`src/rtl/syn_sram_arb_if.sv`:
```
// rtl/syn_sram_arb_if.sv - client and SRAM-driver signal bundle for syn_sram_arb
interface syn_sram_arb_if #(
    parameter int ADDR_W = 18
);
    logic              gpu_req;
    logic              gpu_wr;
    logic [ADDR_W-1:0] gpu_addr;
    logic [15:0]       gpu_wdata;
    logic [1:0]        gpu_be;
    logic              gpu_ack;
    logic              gpu_rd_valid;

    logic              vga_req;
    logic [ADDR_W-1:0] vga_addr;
    logic              vga_ack;
    logic              vga_rd_valid;

    logic [15:0]       rd_data;

    logic [ADDR_W-1:0] sram_addr;
    logic [15:0]       sram_wr_data;
    logic [1:0]        sram_be;
    logic              sram_cs;
    logic              sram_rd_en;
    logic              sram_wr_en;
    logic [15:0]       sram_rd_data;

    modport slave (
        input  gpu_req, gpu_wr, gpu_addr, gpu_wdata, gpu_be,
        input  vga_req, vga_addr,
        input  sram_rd_data,
        output gpu_ack, gpu_rd_valid, vga_ack, vga_rd_valid, rd_data,
        output sram_addr, sram_wr_data, sram_be, sram_cs, sram_rd_en, sram_wr_en
    );

    modport master (
        output gpu_req, gpu_wr, gpu_addr, gpu_wdata, gpu_be,
        output vga_req, vga_addr,
        output sram_rd_data,
        input  gpu_ack, gpu_rd_valid, vga_ack, vga_rd_valid, rd_data,
        input  sram_addr, sram_wr_data, sram_be, sram_cs, sram_rd_en, sram_wr_en
    );
endinterface

```
`src/rtl/syn_sram_arb.sv`:
```
// rtl/syn_sram_arb.sv - GPU/VGA arbiter owning the SRAM command bus
module syn_sram_arb #(
    parameter int ADDR_W     = 18,
    parameter int RD_LAT     = 2,
    parameter int TURN_CYC   = 1,
    parameter int STARVE_MAX = 4
) (
    input  logic          clk_ir,
    input  logic          rst_sync_l,
    syn_sram_arb_if.slave bus
);
    localparam int TW = (TURN_CYC < 1) ? 1 : $clog2(TURN_CYC + 1);
    localparam int SW = (STARVE_MAX < 1) ? 1 : $clog2(STARVE_MAX + 1);

    typedef enum logic [1:0] {ST_IDLE, ST_ISSUE, ST_TURN} state_t;

    state_t            state_q, state_d;
    logic [TW-1:0]     turn_q, turn_d;
    logic [SW-1:0]     starve_q, starve_d;
    logic [ADDR_W-1:0] addr_q;
    logic [15:0]       wdata_q;
    logic [1:0]        be_q;
    logic              cs_q, rd_en_q, wr_en_q;
    logic [1:0]        tag_q [RD_LAT+1];
    logic              gpu_rv_q, vga_rv_q;
    logic [15:0]       rd_data_q;

    logic gpu_win, vga_win, win_rd, blocked, grant;

    always_comb begin
        gpu_win  = bus.gpu_req && (!bus.vga_req || (starve_q == SW'(STARVE_MAX)));
        vga_win  = bus.vga_req && !gpu_win;
        win_rd   = vga_win || (gpu_win && !bus.gpu_wr);
        // A pending turnaround freezes reads; TURN additionally freezes writes.
        blocked  = (turn_q != '0) && (win_rd || (state_q == ST_TURN));
        grant    = rst_sync_l && (gpu_win || vga_win) && !blocked;

        state_d  = ST_IDLE;
        if (grant)
            state_d = ST_ISSUE;
        else if (gpu_win || vga_win)
            state_d = ST_TURN;

        turn_d = turn_q;
        if (grant && gpu_win && bus.gpu_wr)
            turn_d = TW'(TURN_CYC);
        else if (turn_q != '0)
            turn_d = turn_q - 1'b1;

        starve_d = starve_q;
        if (!bus.gpu_req || (grant && gpu_win))
            starve_d = '0;
        else if (grant && vga_win && (starve_q != SW'(STARVE_MAX)))
            starve_d = starve_q + 1'b1;
    end

    always_ff @(posedge clk_ir or negedge rst_sync_l) begin
        if (!rst_sync_l) begin
            state_q   <= ST_IDLE;
            turn_q    <= '0;
            starve_q  <= '0;
            addr_q    <= '0;
            wdata_q   <= '0;
            be_q      <= '0;
            cs_q      <= 1'b0;
            rd_en_q   <= 1'b0;
            wr_en_q   <= 1'b0;
            for (int i = 0; i <= RD_LAT; i++) tag_q[i] <= 2'b00;
            gpu_rv_q  <= 1'b0;
            vga_rv_q  <= 1'b0;
            rd_data_q <= '0;
        end else begin
            state_q  <= state_d;
            turn_q   <= turn_d;
            starve_q <= starve_d;
            cs_q     <= grant;
            rd_en_q  <= grant && win_rd;
            wr_en_q  <= grant && !win_rd;
            if (grant) begin
                addr_q <= gpu_win ? bus.gpu_addr : bus.vga_addr;
                be_q   <= gpu_win ? bus.gpu_be : 2'b11;
                if (gpu_win) wdata_q <= bus.gpu_wdata;
            end
            // Tag leaves the pipe in the cycle the driver presents read data.
            tag_q[0] <= {grant && gpu_win && !bus.gpu_wr, grant && vga_win};
            for (int i = 1; i <= RD_LAT; i++) tag_q[i] <= tag_q[i-1];
            gpu_rv_q <= tag_q[RD_LAT][1];
            vga_rv_q <= tag_q[RD_LAT][0];
            if (tag_q[RD_LAT] != 2'b00) rd_data_q <= bus.sram_rd_data;
        end
    end

    assign bus.gpu_ack      = grant && gpu_win;
    assign bus.vga_ack      = grant && vga_win;
    assign bus.gpu_rd_valid = gpu_rv_q;
    assign bus.vga_rd_valid = vga_rv_q;
    assign bus.rd_data      = rd_data_q;
    assign bus.sram_addr    = addr_q;
    assign bus.sram_wr_data = wdata_q;
    assign bus.sram_be      = be_q;
    assign bus.sram_cs      = cs_q;
    assign bus.sram_rd_en   = rd_en_q;
    assign bus.sram_wr_en   = wr_en_q;
endmodule

```
`src/flat_wrapper.sv`:
```
// flat-port wrapper written by rule: the top's interface ports become plain ports
module syn_sram_arb_flat 
#(
    parameter int ADDR_W     = 18,
    parameter int RD_LAT     = 2,
    parameter int TURN_CYC   = 1,
    parameter int STARVE_MAX = 4
)
  (clk_ir, rst_sync_l, bus_gpu_req, bus_gpu_wr, bus_gpu_addr, bus_gpu_wdata, bus_gpu_be, bus_vga_req, bus_vga_addr, bus_sram_rd_data, bus_gpu_ack, bus_gpu_rd_valid, bus_vga_ack, bus_vga_rd_valid, bus_rd_data, bus_sram_addr, bus_sram_wr_data, bus_sram_be, bus_sram_cs, bus_sram_rd_en, bus_sram_wr_en);
  syn_sram_arb_if #(.ADDR_W(ADDR_W)) bus_i ();
  input  logic clk_ir;
  input  logic rst_sync_l;
  input wire logic [$bits(bus_i.gpu_req)-1:0] bus_gpu_req;
  input wire logic [$bits(bus_i.gpu_wr)-1:0] bus_gpu_wr;
  input wire logic [$bits(bus_i.gpu_addr)-1:0] bus_gpu_addr;
  input wire logic [$bits(bus_i.gpu_wdata)-1:0] bus_gpu_wdata;
  input wire logic [$bits(bus_i.gpu_be)-1:0] bus_gpu_be;
  input wire logic [$bits(bus_i.vga_req)-1:0] bus_vga_req;
  input wire logic [$bits(bus_i.vga_addr)-1:0] bus_vga_addr;
  input wire logic [$bits(bus_i.sram_rd_data)-1:0] bus_sram_rd_data;
  output wire logic [$bits(bus_i.gpu_ack)-1:0] bus_gpu_ack;
  output wire logic [$bits(bus_i.gpu_rd_valid)-1:0] bus_gpu_rd_valid;
  output wire logic [$bits(bus_i.vga_ack)-1:0] bus_vga_ack;
  output wire logic [$bits(bus_i.vga_rd_valid)-1:0] bus_vga_rd_valid;
  output wire logic [$bits(bus_i.rd_data)-1:0] bus_rd_data;
  output wire logic [$bits(bus_i.sram_addr)-1:0] bus_sram_addr;
  output wire logic [$bits(bus_i.sram_wr_data)-1:0] bus_sram_wr_data;
  output wire logic [$bits(bus_i.sram_be)-1:0] bus_sram_be;
  output wire logic [$bits(bus_i.sram_cs)-1:0] bus_sram_cs;
  output wire logic [$bits(bus_i.sram_rd_en)-1:0] bus_sram_rd_en;
  output wire logic [$bits(bus_i.sram_wr_en)-1:0] bus_sram_wr_en;
  assign bus_i.gpu_req = bus_gpu_req;
  assign bus_i.gpu_wr = bus_gpu_wr;
  assign bus_i.gpu_addr = bus_gpu_addr;
  assign bus_i.gpu_wdata = bus_gpu_wdata;
  assign bus_i.gpu_be = bus_gpu_be;
  assign bus_i.vga_req = bus_vga_req;
  assign bus_i.vga_addr = bus_vga_addr;
  assign bus_i.sram_rd_data = bus_sram_rd_data;
  assign bus_gpu_ack = bus_i.gpu_ack;
  assign bus_gpu_rd_valid = bus_i.gpu_rd_valid;
  assign bus_vga_ack = bus_i.vga_ack;
  assign bus_vga_rd_valid = bus_i.vga_rd_valid;
  assign bus_rd_data = bus_i.rd_data;
  assign bus_sram_addr = bus_i.sram_addr;
  assign bus_sram_wr_data = bus_i.sram_wr_data;
  assign bus_sram_be = bus_i.sram_be;
  assign bus_sram_cs = bus_i.sram_cs;
  assign bus_sram_rd_en = bus_i.sram_rd_en;
  assign bus_sram_wr_en = bus_i.sram_wr_en;
  syn_sram_arb #(.ADDR_W(ADDR_W), .RD_LAT(RD_LAT), .TURN_CYC(TURN_CYC), .STARVE_MAX(STARVE_MAX)) u_core (.clk_ir(clk_ir), .rst_sync_l(rst_sync_l), .bus(bus_i));
endmodule
```
`config.mk`:
```
export PLATFORM = sky130hd
export DESIGN_NAME = syn_sram_arb_flat
export DESIGN_NICKNAME = d
export VERILOG_FILES = /design/src/rtl/syn_sram_arb_if.sv /design/src/rtl/syn_sram_arb.sv /design/src/flat_wrapper.sv
export SDC_FILE = /design/constraint.sdc
export NUM_CORES = 1
export LEC_CHECK = 0
export BUFFER_PORTS_ARGS = -buffer_cell sky130_fd_sc_hd__buf_4
export CAP_MARGIN = 20
export CORE_ASPECT_RATIO = 0.8
export CORE_MARGIN = 3
export CORE_UTILIZATION = 34
export DETAILED_ROUTE_END_ITERATION = 12
export PLACE_DENSITY = 0.62
export SETUP_SLACK_MARGIN = 0.1
export SYNTH_ARGS = -nofsm -noshare
export SYNTH_HDL_FRONTEND = slang
export SYNTH_SLANG_ARGS = --single-unit
```
`constraint.sdc`:
```
create_clock -name clk_ir -period 2.64 [get_ports clk_ir]
set_clock_uncertainty 0.2 [all_clocks]
set_input_delay 0 -clock clk_ir [delete_from_list [all_inputs] [get_ports clk_ir]]
set_output_delay 0 -clock clk_ir [all_outputs]
set_load 0.03 [all_outputs]
```
==> results of run 1 <==
==> worst max path at each step <==
stage,from,end,cells past startpoint
finish,u_core.starve_q[0],u_core.tag_q[5],7
global route,u_core.starve_q[0],bus_vga_ack,8
CTS,u_core.starve_q[0],bus_vga_ack,8
detailed placement,u_core.starve_q[0],u_core.bus.sram_addr[16],7
global placement,u_core.starve_q[0],u_core.bus.sram_addr[15],7
floorplan,u_core.starve_q[0],u_core.tag_q[4],7
==> report_power, final <==
part	internal (W)	total [W]	switching (W)	leakage, nW
combinational	0.000507	0.00104	0.000528	1.43
clock	0.000538	0.000952	0.000414	0.114
sequential	0.00120	0.00129	0.0000842	0.820
total	0.00225	0.00327	0.00103	2.36
==> per-stage QoR <==
stage	worst slack (ps)	total power [W]	utilization	hold slack, ps
floorplan	243	0.00184	-	-496
global placement	358	0.00225	0.498	17.5
detailed placement	276	0.00225	0.498	2.95
CTS	129	0.00332	0.619	155
global route	190	0.00345	0.620	158
finish	379	0.00327	0.620	151
==> Yosys cell counts (all sizes together) <==
cell type  count
or4b           1
a21boi         1
buf            5
nand2b         3
nor4           1
mux2          68
and3           1
o21ai          3
nand2          3
or4            1
and4b          1
a21oi          3
a21bo          1
inv            5
ha             2
o311a          1
clkbuf         1
mux2i          2
dfrtp         68
nor3b          1
nor3           3
nor2           6
and2           2
a21o           1
==> area by class of cell <==
type                       instances  area (µm²)  area share
clock inverter                     7         100      0.0201
tap                              108         135      0.0272
sequential                        68        1700       0.342
inverter                           5        18.8     0.00377
multi-input combinational        105        1080       0.218
timing repair buffer             213        1810       0.364
clock buffer                       9         124      0.0249
==> cell families (layout without fill, tap and decap cells) <==
| logic type | Yosys count | count (layout) |
|---|---|---|
| flops | 68 | 68 |
| mux | 70 | 70 |
| buf+inv | 11 | 234 |
| compound gates | 10 | 10 |
| fa+ha+maj | 2 | 2 |
| simple gates | 23 | 23 |
==> routing by layer <==
metal	vias up	part of all wire
li1	1087	-
met1	1097	0.42
met2	95	0.49
met5	-	0
met3	6	0.086
met4	0	0.0062
==> sequential cells by signal, indices dropped and copies added, names as in the netlist <==
signal / flops
u_core.bus.gpu_rd_valid: 1
u_core.bus.rd_data: 16
u_core.bus.sram_addr: 18
u_core.bus.sram_be: 2
u_core.bus.sram_rd_en: 1
u_core.bus.sram_wr_data: 16
u_core.bus.sram_wr_en: 1
u_core.bus.vga_rd_valid: 1
u_core.starve_q: 3
u_core.state_q: 2
u_core.tag_q: 6
u_core.turn_q: 1
==> repair_timing <==
action | 4_1_cts | 5_1_grt
gates resized for setup | 0 | 2
hold buffers | 75 | 0
setup endpoints to repair | 0 | 1
hold endpoints to repair | 129 | 0
==> worst max-delay path: stages, from the launching register on <==
cell	delay (ps)
dfrtp_1	410
inv_1	70
ha_1	170
a21bo_2	160
nand2_2	150
buf_12	200
nor4_1	260
dlygate4sd3_1	570
==> metrics.csv, run 1 <==
stage,metric,value,unit
sta,setup TNS,0,ps
global_routing,first-pass GRT wire length,11700,µm
floorplan,row count,29,
worst_setup_path,WP data arrival,2340,ps
floorplan,Ports,134,
worst_setup_path,worst r2r path cells,7,
worst_setup_path,RR Startpoint,u_core.starve_q[0],
pwr,Cell Pwr Density,658,mW/mm²
cts,CTS tree,yes,
worst_setup_path,internal reg-to-reg setup slack,380,ps
cts,clock buffer depth,2,
sta,minimum clock period,2260,ps
global_routing,busiest grt layer,met2,
pwr,Leakage,2.36,nW
sta,RSZ-0062 raised after global routing,no,
sta,Worst-Margin Slew,864,ps
logic_synthesis,largest family of logic cells by synthesized area,multiplexers,
worst_setup_path,worst setup path class,flip-flop to flip-flop,
place,DP Area,0.00399,mm²
global_routing,M2 GR Usage,0.271,
logic_synthesis,complex-gate fraction of the synthesized area,0.0309,
min_path,Hold Crit Class,flip-flop to flip-flop,
min_path,worst hold start,u_core.tag_q[4],
finish,n_diodes,0,
logic_synthesis,syn_nets,261,
worst_setup_path,worst r2r dst,u_core.tag_q[5],
global_routing,largest net degree at the start of global routing,70,
logic_synthesis,area share of fa/ha/maj cells after synthesis,0.00883,
worst_setup_path,required time of the critical path,2720,ps
floorplan,Initial Util,0.353,
finish,"commonest non-fill, non-tap cell in the layout",buf_4,
logic_synthesis,#FFs+latches synth,68,
sta,final worst-path cycle share,0.857,
logic_synthesis,area share of xor/xnor cells in the synthesized design,0,
logic_synthesis,Mapped Avg Cell Area,15.4,µm²
finish,Layout Cells excl Fill,515,
logic_synthesis,yosys warns,0,
logic_synthesis,Synth Cell Area,0.00283,mm²
floorplan,Core Footprint,0.00802,mm²
logic_synthesis,Yosys cell types,30,
global_routing,vias in the first global route,2470,
place,PortBufs,133,
routing,Iter 0 DRT Violations,86,
global_routing,grt met3 use,0.0752,
floorplan,Die Ht,87.6,µm
cts,Clk Tree Root Cell,clkbuf_8,
global_routing,Overall Global Routing Usage,0.160,
worst_setup_path,"Max FO, Critical Path",17,
place,# placed instances,424,
min_path,Hold EP,u_core.tag_q[2],
place,hpwl dp,4540,µm
routing,drt pass-1 iters,4,
place,Final GP Congestion,0.803,
cts,H-tree depth,3,
finish,fin nets,479,
finish,layout filler cell count,630,
logic_synthesis,"area fraction in and, or, nand and nor cells after synthesis",0.0508,
routing,drc violations,0,
finish,final instance area,0.00497,mm²
finish,synthesis-to-layout area growth,75.6,%
sta,Final setup viols,0,
routing,vias post-DR,2285,
logic_synthesis,Yosys top cell by area,dfrtp_1,
routing,vias per cell,4.44,
worst_setup_path,Startpoint Class,flip-flop,
routing,drt total wl,7240,µm
finish,share of layout cells above drive strength 1,0.563,
status,outcome,"finished, final reports clean",
logic_synthesis,register area share after synthesis,0.601,
logic_synthesis,Synth area leaders,"dfrtp_1 60%, mux2_2 24%, mux2_4 3.7%, ha_1 0.88%, nor2_1 0.80%",
cts,post-CTS setup-driven buffer insertion count,0,
global_routing,initial antenna violation count,0,
worst_setup_path,Worst Setup End Kind,flip-flop,
floorplan,die width,108,µm
routing,Antenna Nets Post-Route,0,
finish,most frequent cells in the layout,"136 x buf_4, 75 x dlygate4sd3_1, 68 x dfrtp_1, 61 x mux2_2, 9 x clkbuf_8",
min_path,Worst Hold Depth,0,
cts,CTS Sinks,68,
sta,Fmax,0.442,GHz
global_routing,Congestion Overflow GR,0,
logic_synthesis,post-synth top area share,0.601,
global_routing,met1 Use GR,0.185,
sta,Final Hold Fails,0,
cts,worst-skew pair later-pin latency,340,ps
floorplan,die area,0.00947,mm²
routing,post-DR wirelength/cell,14.1,µm
sta,Final Max Slew Viols,0,
logic_synthesis,Cells after Synth,184,
run,# Max-Cap Violations,0,
pwr,worst vdd ir,0.391,mV
cts,CTS buffer count,9,
sta,slew margin rel.,0.424,
logic_synthesis,mux share of post-synthesis cell area,0.287,
cts,clock-pin slew on the worst setup and hold paths,70,ps
Power figures use the tool's default switching activity.
==> run 2: changes to the inputs <==
--- a/config.mk
+++ b/config.mk
@@ -12,7 +12,8 @@
 export CORE_UTILIZATION = 34
 export DETAILED_ROUTE_END_ITERATION = 12
 export PLACE_DENSITY = 0.62
-export SETUP_SLACK_MARGIN = 0.1
+export SETUP_SLACK_MARGIN = 0.4
+export SKIP_CTS_REPAIR_TIMING = 1
 export SYNTH_ARGS = -nofsm -noshare
 export SYNTH_HDL_FRONTEND = slang
 export SYNTH_SLANG_ARGS = --single-unit
==> metrics.csv, run 2 (synthesis gave the netlist of run 1 again) <==
stage,metric,value,unit
global_routing,first-pass GRT wire length,9780,µm
place,hpwl dp,4370,µm
worst_setup_path,internal reg-to-reg setup slack,440,ps
status,failing checks,negative hold slack,
finish,most frequent cells in the layout,"137 x buf_4, 74 x dlygate4sd3_1, 68 x dfrtp_1, 61 x mux2_2, 9 x clkbuf_8",
finish,synthesis-to-layout area growth,79.0,%
sta,Final Max Slew Viols,0,
sta,Fmax,0.455,GHz
sta,slew margin rel.,0.426,
sta,Final Hold Fails,2,
routing,post-DR wirelength/cell,14.4,µm
routing,drc violations,0,
min_path,Hold Crit Class,input port to flip-flop,
cts,CTS Sinks,68,
place,PortBufs,133,
global_routing,M2 GR Usage,0.212,
routing,vias post-DR,2305,
cts,worst-skew pair later-pin latency,330,ps
finish,Final Util,0.632,
floorplan,die width,108,µm
sta,Worst-Margin Slew,861,ps
floorplan,Ports,134,
sta,RSZ-0062 raised after global routing,yes,
finish,final instance area,0.00507,mm²
routing,drt pass-1 iters,2,
sta,final worst-path cycle share,0.832,
cts,H-tree depth,3,
floorplan,row count,29,
place,DP Area,0.00398,mm²
floorplan,Die Ht,87.6,µm
floorplan,Initial Util,0.353,
global_routing,busiest grt layer,met2,
cts,clock buffer depth,2,
worst_setup_path,required time of the critical path,2660,ps
global_routing,initial antenna violation count,0,
cts,CTS buffer count,9,
worst_setup_path,WP data arrival,2220,ps
sta,hold slack final,-10.2,ps
finish,share of layout cells above drive strength 1,0.565,
global_routing,vias in the first global route,2047,
worst_setup_path,Startpoint Class,flip-flop,
worst_setup_path,worst r2r dst,u_core.bus.sram_addr[11],
routing,Iter 0 DRT Violations,56,
routing,drt total wl,7460,µm
worst_setup_path,RR Startpoint,u_core.starve_q[0],
sta,Final setup viols,0,
global_routing,grt met3 use,0.0840,
status,outcome,"finished, violations left",
worst_setup_path,worst r2r path cells,8,
pwr,Leakage,2.41,nW
global_routing,largest net degree at the start of global routing,70,
pwr,Cell Pwr Density,699,mW/mm²
finish,fin nets,481,
worst_setup_path,worst setup path class,flip-flop to flip-flop,
cts,CTS tree,yes,
floorplan,Core Footprint,0.00802,mm²
cts,Clk Tree Root Cell,clkbuf_8,
min_path,Worst Hold Depth,5,
place,Final GP Congestion,0.708,
worst_setup_path,"Max FO, Critical Path",11,
pwr,worst vdd ir,0.363,mV
routing,vias per cell,4.46,
routing,Antenna Nets Post-Route,0,
finish,n_diodes,0,
run,# Max-Cap Violations,0,
sta,setup TNS,0,ps
global_routing,Congestion Overflow GR,0,
cts,clock-pin slew on the worst setup and hold paths,70,ps
worst_setup_path,Worst Setup End Kind,flip-flop,
finish,"commonest non-fill, non-tap cell in the layout",buf_4,
min_path,worst hold start,bus_gpu_req,
finish,max FFs per register,18,
global_routing,met1 Use GR,0.153,
sta,minimum clock period,2200,ps
global_routing,Overall Global Routing Usage,0.134,
floorplan,die area,0.00947,mm²
min_path,Hold EP,u_core.tag_q[4],
-- run 2: how the worst max path moves through the flow --
| stage | depth (start not counted) | endpoint | from |
|---|---|---|---|
| after floorplan | 7 | u_core.bus.sram_wr_data[10] | u_core.starve_q[0] |
| after global placement | 7 | u_core.bus.sram_addr[8] | u_core.starve_q[0] |
| after detailed placement | 7 | u_core.bus.sram_addr[11] | u_core.starve_q[0] |
| after CTS | 8 | bus_vga_ack | u_core.starve_q[0] |
| after global routing | 8 | bus_vga_ack | u_core.starve_q[0] |
| final | 8 | u_core.bus.sram_addr[11] | u_core.starve_q[0] |
-- run 2: cell type report --
type                       count  area, µm²
multi-input combinational    105       1090
sequential                    68       1700
tap                          108        135
fill                         609       2950
clock inverter                 6        159
clock buffer                  10        128
inverter                       5       18.8
timing repair buffer         215       1840
-- run 2: power by group --
group | leakage (nW) | switching (W) | internal, W | total (W)
registers | 0.820 | 0.0000838 | 0.00120 | 0.00129
clock network | 0.141 | 0.000384 | 0.000822 | 0.00121
logic | 1.45 | 0.000536 | 0.000513 | 0.00105
-- run 2: critical path: stages, from the launching register on --
cell and delay, ps:
dfrtp_1 380, inv_1 60, ha_1 220, a21bo_2 230, nand2_4 90, buf_4 140
clkbuf_16 160, mux2_2 330, mux2_2 270
-- run 2: layer usage --
| metal | vias up | wire length [µm] |
|---|---|---|
| met5 | - | 0 |
| met4 | 0 | 57 |
| met3 | 7 | 702 |
| met2 | 92 | 3620 |
| met1 | 1113 | 3080 |
| li1 | 1093 | - |
-- run 2: metrics by stage --
stage | cells | worst slack, ps | power, W
detailed placement | 424 | 450 | 0.00226
CTS | 440 | 371 | 0.00348
floorplan | 184 | 507 | 0.00184
global placement | 424 | 493 | 0.00225
global route | 517 | 370 | 0.00371
finish | 517 | 444 | 0.00354
==> run 3: changes to the inputs <==
--- a/config.mk
+++ b/config.mk
@@ -5,13 +5,14 @@
 export SDC_FILE = /design/constraint.sdc
 export NUM_CORES = 1
 export LEC_CHECK = 0
+export ABC_AREA = 1
 export BUFFER_PORTS_ARGS = -buffer_cell sky130_fd_sc_hd__buf_4
 export CAP_MARGIN = 20
 export CORE_ASPECT_RATIO = 0.8
 export CORE_MARGIN = 3
 export CORE_UTILIZATION = 34
 export DETAILED_ROUTE_END_ITERATION = 12
-export PLACE_DENSITY = 0.62
+export PLACE_DENSITY = 0.64
 export SETUP_SLACK_MARGIN = 0.4
 export SKIP_CTS_REPAIR_TIMING = 1
 export SYNTH_ARGS = -nofsm -noshare
==> constraint.sdc (replaced) <==
create_clock -name clk_ir -period 1.9 [get_ports clk_ir]
set_clock_uncertainty 0.2 [all_clocks]
set_input_delay 0 -clock clk_ir [delete_from_list [all_inputs] [get_ports clk_ir]]
set_output_delay 0 -clock clk_ir [all_outputs]
set_load 0.03 [all_outputs]
==> metrics.csv, run 3 <==
stage,metric,value,unit
finish,share of layout cells above drive strength 1,0.510,
cts,CTS buffer count,9,
global_routing,grt met3 use,0.0708,
worst_setup_path,RR Startpoint,u_core.starve_q[0],
min_path,Worst Hold Depth,4,
floorplan,die width,109,µm
sta,RSZ-0062 raised after global routing,yes,
finish,synthesis-to-layout area growth,86.7,%
sta,slew margin rel.,0.440,
worst_setup_path,worst r2r path cells,10,
global_routing,initial antenna violation count,0,
finish,Final Util,0.665,
finish,n_diodes,0,
sta,minimum clock period,2010,ps
worst_setup_path,worst r2r dst,u_core.bus.sram_addr[3],
routing,drt total wl,8750,µm
logic_synthesis,Yosys cell types,26,
floorplan,row count,29,
logic_synthesis,Synth area leaders,"dfrtp_1 59%, nand2_1 9.1%, o31ai_2 7.8%, mux2_2 6.2%, nor2_1 6.2%",
pwr,Leakage,2.67,nW
routing,Antenna Nets Post-Route,0,
worst_setup_path,required time of the critical path,1700,ps
sta,Final Hold Fails,3,
logic_synthesis,ys async rst share,1.00,
worst_setup_path,internal reg-to-reg setup slack,-80,ps
worst_setup_path,Startpoint Class,flip-flop,
global_routing,M2 GR Usage,0.210,
routing,Iter 0 DRT Violations,90,
cts,clock buffer depth,2,
routing,vias post-DR,2747,
logic_synthesis,register area share after synthesis,0.590,
sta,Final Max Slew Viols,0,
status,failing checks,"negative hold slack, negative setup slack",
sta,final worst-path cycle share,1.06,
min_path,Hold EP,u_core.tag_q[5],
cts,H-tree depth,3,
floorplan,die area,0.00963,mm²
logic_synthesis,Yosys top cell by area,dfrtp_1,
worst_setup_path,worst setup path class,flip-flop to output port,
logic_synthesis,area share of xor/xnor cells in the synthesized design,0.00304,
cts,worst-skew pair later-pin latency,340,ps
logic_synthesis,syn_nets,342,
logic_synthesis,yosys warns,0,
status,outcome,"finished, violations left",
global_routing,largest net degree at the start of global routing,69,
logic_synthesis,post-synth top area share,0.590,
finish,fin nets,577,
routing,drc violations,0,
finish,FF/Latch Area,0.00170,mm²
logic_synthesis,mux share of post-synthesis cell area,0.0625,
pwr,worst vdd ir,0.482,mV
min_path,worst hold start,bus_gpu_wr,
sta,Worst-Margin Slew,840,ps
sta,hold slack final,-236,ps
logic_synthesis,most frequent cells after synthesis,"70 x nand2_1, 68 x dfrtp_1, 48 x nor2_1",
global_routing,busiest grt layer,met2,
logic_synthesis,"area fraction in and, or, nand and nor cells after synthesis",0.193,
sta,Fmax,0.498,GHz
logic_synthesis,ys flop type,dfrtp_1,
logic_synthesis,top-count cell post-synth,nand2_1,
finish,layout filler cell count,555,
worst_setup_path,Worst Setup End Kind,output port,
global_routing,first-pass GRT wire length,10200,µm
place,PortBufs,133,
pwr,Tot Pwr,0.00481,W
finish,most frequent cells in the layout,"150 x buf_4, 73 x dlygate4sd3_1, 68 x dfrtp_1, 48 x nand2_1, 43 x nor2_1",
global_routing,Congestion Overflow GR,0,
logic_synthesis,largest family of logic cells by synthesized area,simple AND/OR/NAND/NOR gates,
routing,drt pass-1 iters,4,
logic_synthesis,area share of fa/ha/maj cells after synthesis,0.00868,
finish,area of the multi-input gates,0.00119,mm²
logic_synthesis,Synth Cell Area,0.00288,mm²
global_routing,Overall Global Routing Usage,0.137,
cts,CTS Sinks,68,
global_routing,met1 Use GR,0.170,
min_path,Hold Crit Class,input port to flip-flop,
worst_setup_path,"Max FO, Critical Path",3,
floorplan,Core Footprint,0.00809,mm²
sta,final worst setup slack,-108,ps
place,Final GP Congestion,0.822,
finish,max FFs per register,18,
worst_setup_path,Setup crit start,u_core.starve_q[0],
logic_synthesis,Mapped Avg Cell Area,10.9,µm²
logic_synthesis,"EDFF count, synth",0,
logic_synthesis,Cells after Synth,265,
floorplan,Die Ht,88.4,µm
floorplan,Initial Util,0.356,
logic_synthesis,#FFs+latches synth,68,
cts,Clk Tree Root Cell,clkbuf_8,
place,hpwl dp,4910,µm
finish,"commonest non-fill, non-tap cell in the layout",buf_4,
cts,CTS tree,yes,
cts,clock-pin slew on the worst setup and hold paths,80,ps
routing,post-DR wirelength/cell,14.3,µm
run,# Max-Cap Violations,0,
logic_synthesis,complex-gate fraction of the synthesized area,0.0898,
routing,vias per cell,4.49,
global_routing,vias in the first global route,2245,
sta,Final setup viols,32,
floorplan,Ports,134,
pwr,Cell Pwr Density,894,mW/mm²
worst_setup_path,WP data arrival,1810,ps
## run 3: layout make-up
class	instances	share of cell area
clock buffers	9	0.0230
clock inverters	6	0.0209
inverters	12	0.0121
multi-input cells	173	0.221
flip-flops and latches	68	0.316
well taps	108	0.0251
repair buffers	235	0.380
repair inverters	1	0.00163
## run 3: kinds of logic (layout without fill, tap and decap cells)
kind of cell | count (synthesis) | count (layout)
and+or+nand+nor | 132 | 132
AOI/OAI and AO/OA | 22 | 22
adders and majority gates | 2 | 2
buffers and inverters | 24 | 263
xor gates and xnor gates | 1 | 1
muxes | 16 | 16
DFF | 68 | 68
## run 3: how the worst max path moves through the flow
stage / endpoint / cells past startpoint
after global placement: u_core.bus.sram_be[0] / 10
after floorplan: u_core.tag_q[4] / 9
final: bus_vga_ack / 10
after detailed placement: u_core.bus.sram_addr[15] / 9
after CTS: bus_gpu_ack / 9
after global routing: bus_vga_ack / 11
## run 3: where the power goes
part | switching [W] | internal (W)
Clock | 0.000552 | 0.000869
Sequential | 0.000139 | 0.00167
Combinational | 0.000865 | 0.000715
Total | 0.00156 | 0.00326
## run 3: critical path: stages, from the launching register on
cell and delay, ps:
dfrtp_1 400, inv_2 90, ha_4 140, nand2_4 60
o21ai_4 140, nand3_2 100, nand2_4 120, nand2_8 50
buf_6 130, nor2_4 90, buf_6 140
## run 3: per-layer routing
layer | up-vias | wire length, µm
met1 | 1300 | 3570
met4 | 0 | 110
li1 | 1324 | -
met5 | - | 0
met3 | 11 | 866
met2 | 112 | 4200
## run 3: metrics by stage
step | TNS, ps | std cells | instance area, µm² | setup slack [ps] | hold WS [ps]
2_1_floorplan | 0 | 265 | 2960 | 146 | -496
3_3_place_gp | 0 | 503 | 4060 | 137 | -3.66
4_1_cts | -551 | 518 | 4290 | -277 | -362
5_1_grt | -4890 | 612 | 5380 | -192 | -239
3_5_place_dp | 0 | 503 | 4060 | 68.5 | 2.75
6_report | -1400 | 612 | 5380 | -108 | -236
